$ cat config.mk
export PLATFORM = sky130hd
export DESIGN_NAME = bzmusic_note_gen
export DESIGN_NICKNAME = d
export VERILOG_FILES = /design/src/rtl/bzmusic_note_gen.sv
export SDC_FILE = /design/constraint.sdc
export NUM_CORES = 1
export LEC_CHECK = 0
export CAP_MARGIN = 20
export CORE_MARGIN = 1
export CORE_UTILIZATION = 50
export DETAILED_ROUTE_END_ITERATION = 6
export HOLD_SLACK_MARGIN = 0.1
export PLACE_DENSITY = 0.72
export SLEW_MARGIN = 20
export SYNTH_ARGS = -nofsm -noshare
export SYNTH_HDL_FRONTEND = slang
export SYNTH_SLANG_ARGS = --single-unit
$ cat constraint.sdc
create_clock -name clk -period 5.57 [get_ports clk]
set_input_delay 1.114 -clock clk [delete_from_list [all_inputs] [get_ports clk]]
set_output_delay 1.114 -clock clk [all_outputs]
set_load 0.03 [all_outputs]
$ cat src/rtl/bzmusic_note_gen.sv
// Note generator: plays one square-wave note of latched tune/beat with an
// articulation gap, then reports completion with a single beat_finish pulse.
module bzmusic_note_gen #(
    parameter int unsigned TUNE_W    = 16,
    parameter int unsigned BEAT_W    = 8,
    parameter int unsigned TICK_DIV  = 50000,
    parameter int unsigned GAP_TICKS = 1
) (
    input  logic              clk,
    input  logic              rstn,
    input  logic              tune_pwm_en,
    input  logic              tune_pwm_rstn,
    input  logic              beat_cnt_en,
    input  logic              beat_cnt_rstn,
    input  logic [TUNE_W-1:0] tune,
    input  logic [BEAT_W-1:0] beat,
    output logic              buzzer,
    output logic              beat_finish,
    output logic              note_busy
);

    localparam int unsigned PRE_W = (TICK_DIV > 1) ? $clog2(TICK_DIV) : 1;
    localparam int unsigned GAP_U = GAP_TICKS;

    typedef enum logic [1:0] {
        IDLE = 2'd0,
        RUN  = 2'd1,
        DONE = 2'd2
    } state_t;

    state_t            state;
    state_t            state_nxt;
    logic [PRE_W-1:0]  pre;
    logic [PRE_W-1:0]  pre_nxt;
    logic [BEAT_W-1:0] bt;
    logic [BEAT_W-1:0] bt_nxt;
    logic [BEAT_W-1:0] len_q;
    logic [BEAT_W-1:0] len_nxt;
    logic [TUNE_W-1:0] hc;
    logic [TUNE_W-1:0] hc_nxt;
    logic [TUNE_W-1:0] tune_q;
    logic [TUNE_W-1:0] tune_nxt;
    logic              buzzer_nxt;
    logic              finish_nxt;
    logic              busy_nxt;
    logic              mute_nxt;
    logic              tone_clr;
    logic              clr;
    logic              tick;
    logic              last;

    assign clr  = !rstn || !beat_cnt_rstn;
    assign tick = (pre == PRE_W'(TICK_DIV - 1));
    assign last = (bt == len_q - BEAT_W'(1));

    // State register
    always_ff @(posedge clk) begin
        if (clr) begin
            state <= IDLE;
        end else begin
            state <= state_nxt;
        end
    end

    // Next-state logic
    always_comb begin
        state_nxt = state;
        case (state)
            IDLE: if (beat_cnt_en) state_nxt = RUN;
            RUN:  if (beat_cnt_en && tick && last) state_nxt = DONE;
            DONE: state_nxt = DONE;
            default: state_nxt = IDLE;
        endcase
    end

    // Counter and output next values
    always_comb begin
        pre_nxt    = pre;
        bt_nxt     = bt;
        len_nxt    = len_q;
        tune_nxt   = tune_q;
        hc_nxt     = hc;
        buzzer_nxt = buzzer;
        finish_nxt = 1'b0;
        busy_nxt   = (state_nxt == RUN);

        case (state)
            IDLE: begin
                pre_nxt = '0;
                bt_nxt  = '0;
                if (beat_cnt_en) begin
                    tune_nxt = tune;
                    len_nxt  = (beat == '0) ? BEAT_W'(1) : beat;
                end
            end
            RUN: begin
                if (beat_cnt_en) begin
                    if (tick) begin
                        pre_nxt = '0;
                        if (last) begin
                            finish_nxt = 1'b1;
                        end else begin
                            bt_nxt = bt + BEAT_W'(1);
                        end
                    end else begin
                        pre_nxt = pre + PRE_W'(1);
                    end
                end
            end
            default: begin
                pre_nxt = '0;
                bt_nxt  = '0;
            end
        endcase

        // Gap is evaluated on next-cycle counters so buzzer is already low when it starts
        mute_nxt = (32'(len_nxt) > GAP_U) && ((32'(bt_nxt) + GAP_U) >= 32'(len_nxt));
        tone_clr = (state != RUN) || (state_nxt != RUN) || mute_nxt ||
                   (tune_q == '0) || !tune_pwm_rstn;

        if (tone_clr) begin
            hc_nxt     = '0;
            buzzer_nxt = 1'b0;
        end else if (tune_pwm_en) begin
            if (hc == tune_q - TUNE_W'(1)) begin
                hc_nxt     = '0;
                buzzer_nxt = ~buzzer;
            end else begin
                hc_nxt = hc + TUNE_W'(1);
            end
        end
    end

    // Datapath registers
    always_ff @(posedge clk) begin
        if (clr) begin
            pre         <= '0;
            bt          <= '0;
            len_q       <= '0;
            tune_q      <= '0;
            hc          <= '0;
            buzzer      <= 1'b0;
            beat_finish <= 1'b0;
            note_busy   <= 1'b0;
        end else begin
            pre         <= pre_nxt;
            bt          <= bt_nxt;
            len_q       <= len_nxt;
            tune_q      <= tune_nxt;
            hc          <= hc_nxt;
            buzzer      <= buzzer_nxt;
            beat_finish <= finish_nxt;
            note_busy   <= busy_nxt;
        end
    end

endmodule

==> flow_metrics.tcl <==
set metrics [dict create \
    outcome "complete, no violations" \
    clockBufferDepth 2 \
    finalCritPeriodShare_pct 90.3 \
    critPathMostFrequentCell "nor2_1" \
    post_cts_buffers 0 \
    start_kind "input port" \
    grt_pass1_wl_um 16500 \
    crit_buf_inv 2 \
    cpPeakStageDelay_ps 580 \
    powerDensity_nw_per_um2 222 \
    fillCellCount 699 \
    ys_async_sr_fraction_pct 0 \
    dr.pass1.iters 4 \
    ff2ff_path_depth 20 \
    drive_above_1_share_pct 6.52 \
    clkSlewWorstSetupHoldPaths_ps 80 \
    endpoint_kind "flip-flop" \
    fin_skew_ps 11.8 \
    pin_count 33 \
    timing.fmax_ghz 0.199 \
    p_sw_uw 291 \
    hold_viol 0 \
    yosysTopAreaCell "dfxtp_1" \
    final.setup.tns_ps 0 \
    routed_wl_um 9680 \
    critPathTopFamily "compound AO/OA/AOI/OAI gates" \
    path_class "in2reg" \
    wl_per_cell_um 14.8 \
    p_total_uw 1060 \
    first_global_vias 3537 \
    post_dp_cell_area_sq_um 4580 \
    cts.sinks 69 \
    final.min_clock_period_ps 5030 \
    ys.flop_type "dfxtp_1" \
    synthToLayoutAreaGrowth_pct 14.5 \
    cp.arrival_ps 5260 \
    synth.distinct_cells 56 \
    htree_levels 3 \
    via_per_inst 5.59 \
    fin_ws_ps 539 \
    cts_root_buf "clkbuf_8" \
    grt_start_max_net_pins 32 \
    routabilityCongestion 0.905 \
    switching_share_pct 27.4 \
    finalInstanceArea_sq_um 4780 \
    core_sq_um 7890 \
    grt_usage_pct 24.4 \
    place_ws_ps 191 \
    slew_violations 0 \
    design.die.area_sq_um 8720 \
    critPathMaxFanout 13 \
    cpMaxStageDelayCell "clkdlybuf4s50_1" \
    yosysSeqAreaShare_pct 33.1 \
    peakVddDrop_v 0.000142 \
    synth_area_sq_um 4180 \
    holdPathEnd "tune_q[1]" \
    avgSynthCellArea_sq_um 8.08 \
    setup_viol 0 \
    yosysWarningCount 0 \
    clkPwrFrac_pct 39.5 \
    maxCapViolations 0 \
    synth.most_common_cell "nor2_1" \
    worst_hold_path_type "reg2reg" \
    holdCritStartpoint "tune_q[1]" \
    cp.required_ps 5800 \
    cts_tree "done" \
    final_util_pct 60.6 \
    syn_nets 562 \
    synthCells 517 \
    antenna_found_initial 0 \
    chipHeight_um 93.4 \
    rsz0062_at_grt "no" \
    synth_top_cell_area_share_pct 33.1 \
    p_seq_share_pct 48.0 \
    final_nets 592 \
    max_slew_margin_pct 55.8 \
    clk_latency_ps 360 \
    drtIter0Drc 158 \
    dp_hpwl_um 7240 \
    die_w_um 93.4 \
    postCtsHoldBufs 0 \
    synth-edff-count 0 \
    p_int_uw 770 \
    worst_slew_pin_slew_ps 662 \
    synth.area.top_cells "dfxtp_1 (33%), xor2_1 (7.8%), xnor2_1 (6.7%)" \
    start_util_pct 52.9 \
    ctsResizeCount 0 \
    via_count 3659 \
    drcViolationCount 0 \
    combPwrFrac_pct 12.6 \
    r2r_slack_ps 840 \
    port_buffers 32 \
    reg2reg_from "len_q[2]" \
    hold_depth 2 \
    numCtsBuffers 9 \
    num_rows 32 \
    ys_seq_elements 69 \
    drtAntennaViolNets 0 \
    grt_overflow_total 0 \
    crit_chain "clkdlybuf4s50_1 -> nand2_1 -> nor2_1 -> nand4_1 -> a21oi_1 -> buf_4 -> mux2i_1 -> nor2_1 -> ha_1 -> nand2b_1 -> mux2i_1 -> and2_1 -> xor2_1 -> ha_1 -> o21ai_0 -> a21o_1 -> a21oi_1 -> nor4_2 -> a22oi_2 -> nor2_1" \
    p_leak_uw 0.00175 \
    synthTopCellsByCount "nor2_1 (73), dfxtp_1 (69), nand2_1 (66), xor2_1 (37), xnor2_1 (32)" \
    diodes 0 \
    r2r-end "hc[15]" \
]
-- final cells by class --
class,instances,area (sq um),area share (%)
clock buffer,9,124,2.59
clock inverter,7,75.1,1.57
inverter,7,26.3,0.549
multi-input combinational,421,2680,55.9
sequential,69,1380,28.9
tap,102,128,2.67
timing repair buffer,39,373,7.80
-- sequential cells by signal (all words and copies together), names as in the netlist --
name / count
hc: 16
pre: 16
tune_q: 16
bt: 8
len_q: 8
state: 2
beat_finish: 1
buzzer: 1
note_busy: 1
-- metal layers --
layer | GRT usage (%) | vias up | share of wire, % | routed length [um]
met5 | 0 | - | 0 | 0
met4 | 8.21 | 0 | 1.5 | 147
met3 | 6.83 | 12 | 4.7 | 459
met2 | 39.5 | 74 | 47 | 4510
met1 | 31.1 | 1718 | 47 | 4570
li1 | - | 1855 | - | -
-- cell families after synthesis --
| group | after synthesis | share of synthesized area (%) |
|---|---|---|
| DFF | 69 | 33.1 |
| muxes | 17 | 4.14 |
| xor gates and xnor gates | 69 | 14.5 |
| AOI/OAI and AO/OA | 65 | 9.86 |
| and+or+nand+nor | 255 | 31.1 |
| adders and majority gates | 15 | 4.50 |
| buffers and inverters | 27 | 2.85 |
-- placed cells by master (no fill, tap or decap), types with 3 or more instances in the layout --
| cell type | instances |
|---|---|
| nor2b_1 | 7 |
| xor2_1 | 37 |
| and2_1 | 7 |
| nor4_1 | 6 |
| buf_4 | 7 |
| nor2_1 | 73 |
| and3_1 | 10 |
| dfxtp_1 | 69 |
| nor3_1 | 15 |
| a211o_1 | 3 |
| clkinv_4 | 3 |
| nand2_1 | 66 |
| xnor2_1 | 32 |
| nand2b_1 | 9 |
| inv_1 | 7 |
| o21ai_0 | 11 |
| ha_1 | 15 |
| nand4_1 | 13 |
| nor4b_1 | 4 |
| nand3_1 | 21 |
| and4_1 | 3 |
| mux2i_1 | 15 |
| clkbuf_8 | 9 |
| clkdlybuf4s50_1 | 32 |
| a21oi_1 | 30 |
| a211oi_1 | 3 |
-- worst min-delay path, cell delays in order (launching register included) --
cell and delay [ps]:
dfxtp_1 340, nand2_1 60, a21oi_1 50
-- stage by stage --
stage | hold slack (ps) | cells
floorplan | 461 | 517
global placement | 476 | 638
detailed placement | 483 | 638
CTS | 494 | 654
global route | 524 | 654
finish | 494 | 654
-- power groups by stage --
stage / combinational, uW / clock, uW / sequential, uW
after detailed placement: 133 / 0 / 520
after global routing: 148 / 452 / 510
after CTS: 134 / 431 / 508
after floorplan: 88.5 / 0 / 518
final: 133 / 418 / 509
after global placement: 130 / 0 / 520
-- how the worst max path moves through the flow --
stage,startpoint,endpoint,cells past startpoint
6_report,beat_cnt_en,hc[15],20
5_1_grt,beat_cnt_en,hc[6],20
4_1_cts,beat_cnt_en,hc[15],20
3_5_place_dp,beat_cnt_en,hc[12],20
3_3_place_gp,beat_cnt_en,hc[12],20
2_1_floorplan,beat_cnt_en,hc[7],19
No activity file was read; power rests on OpenSTA's default activity.
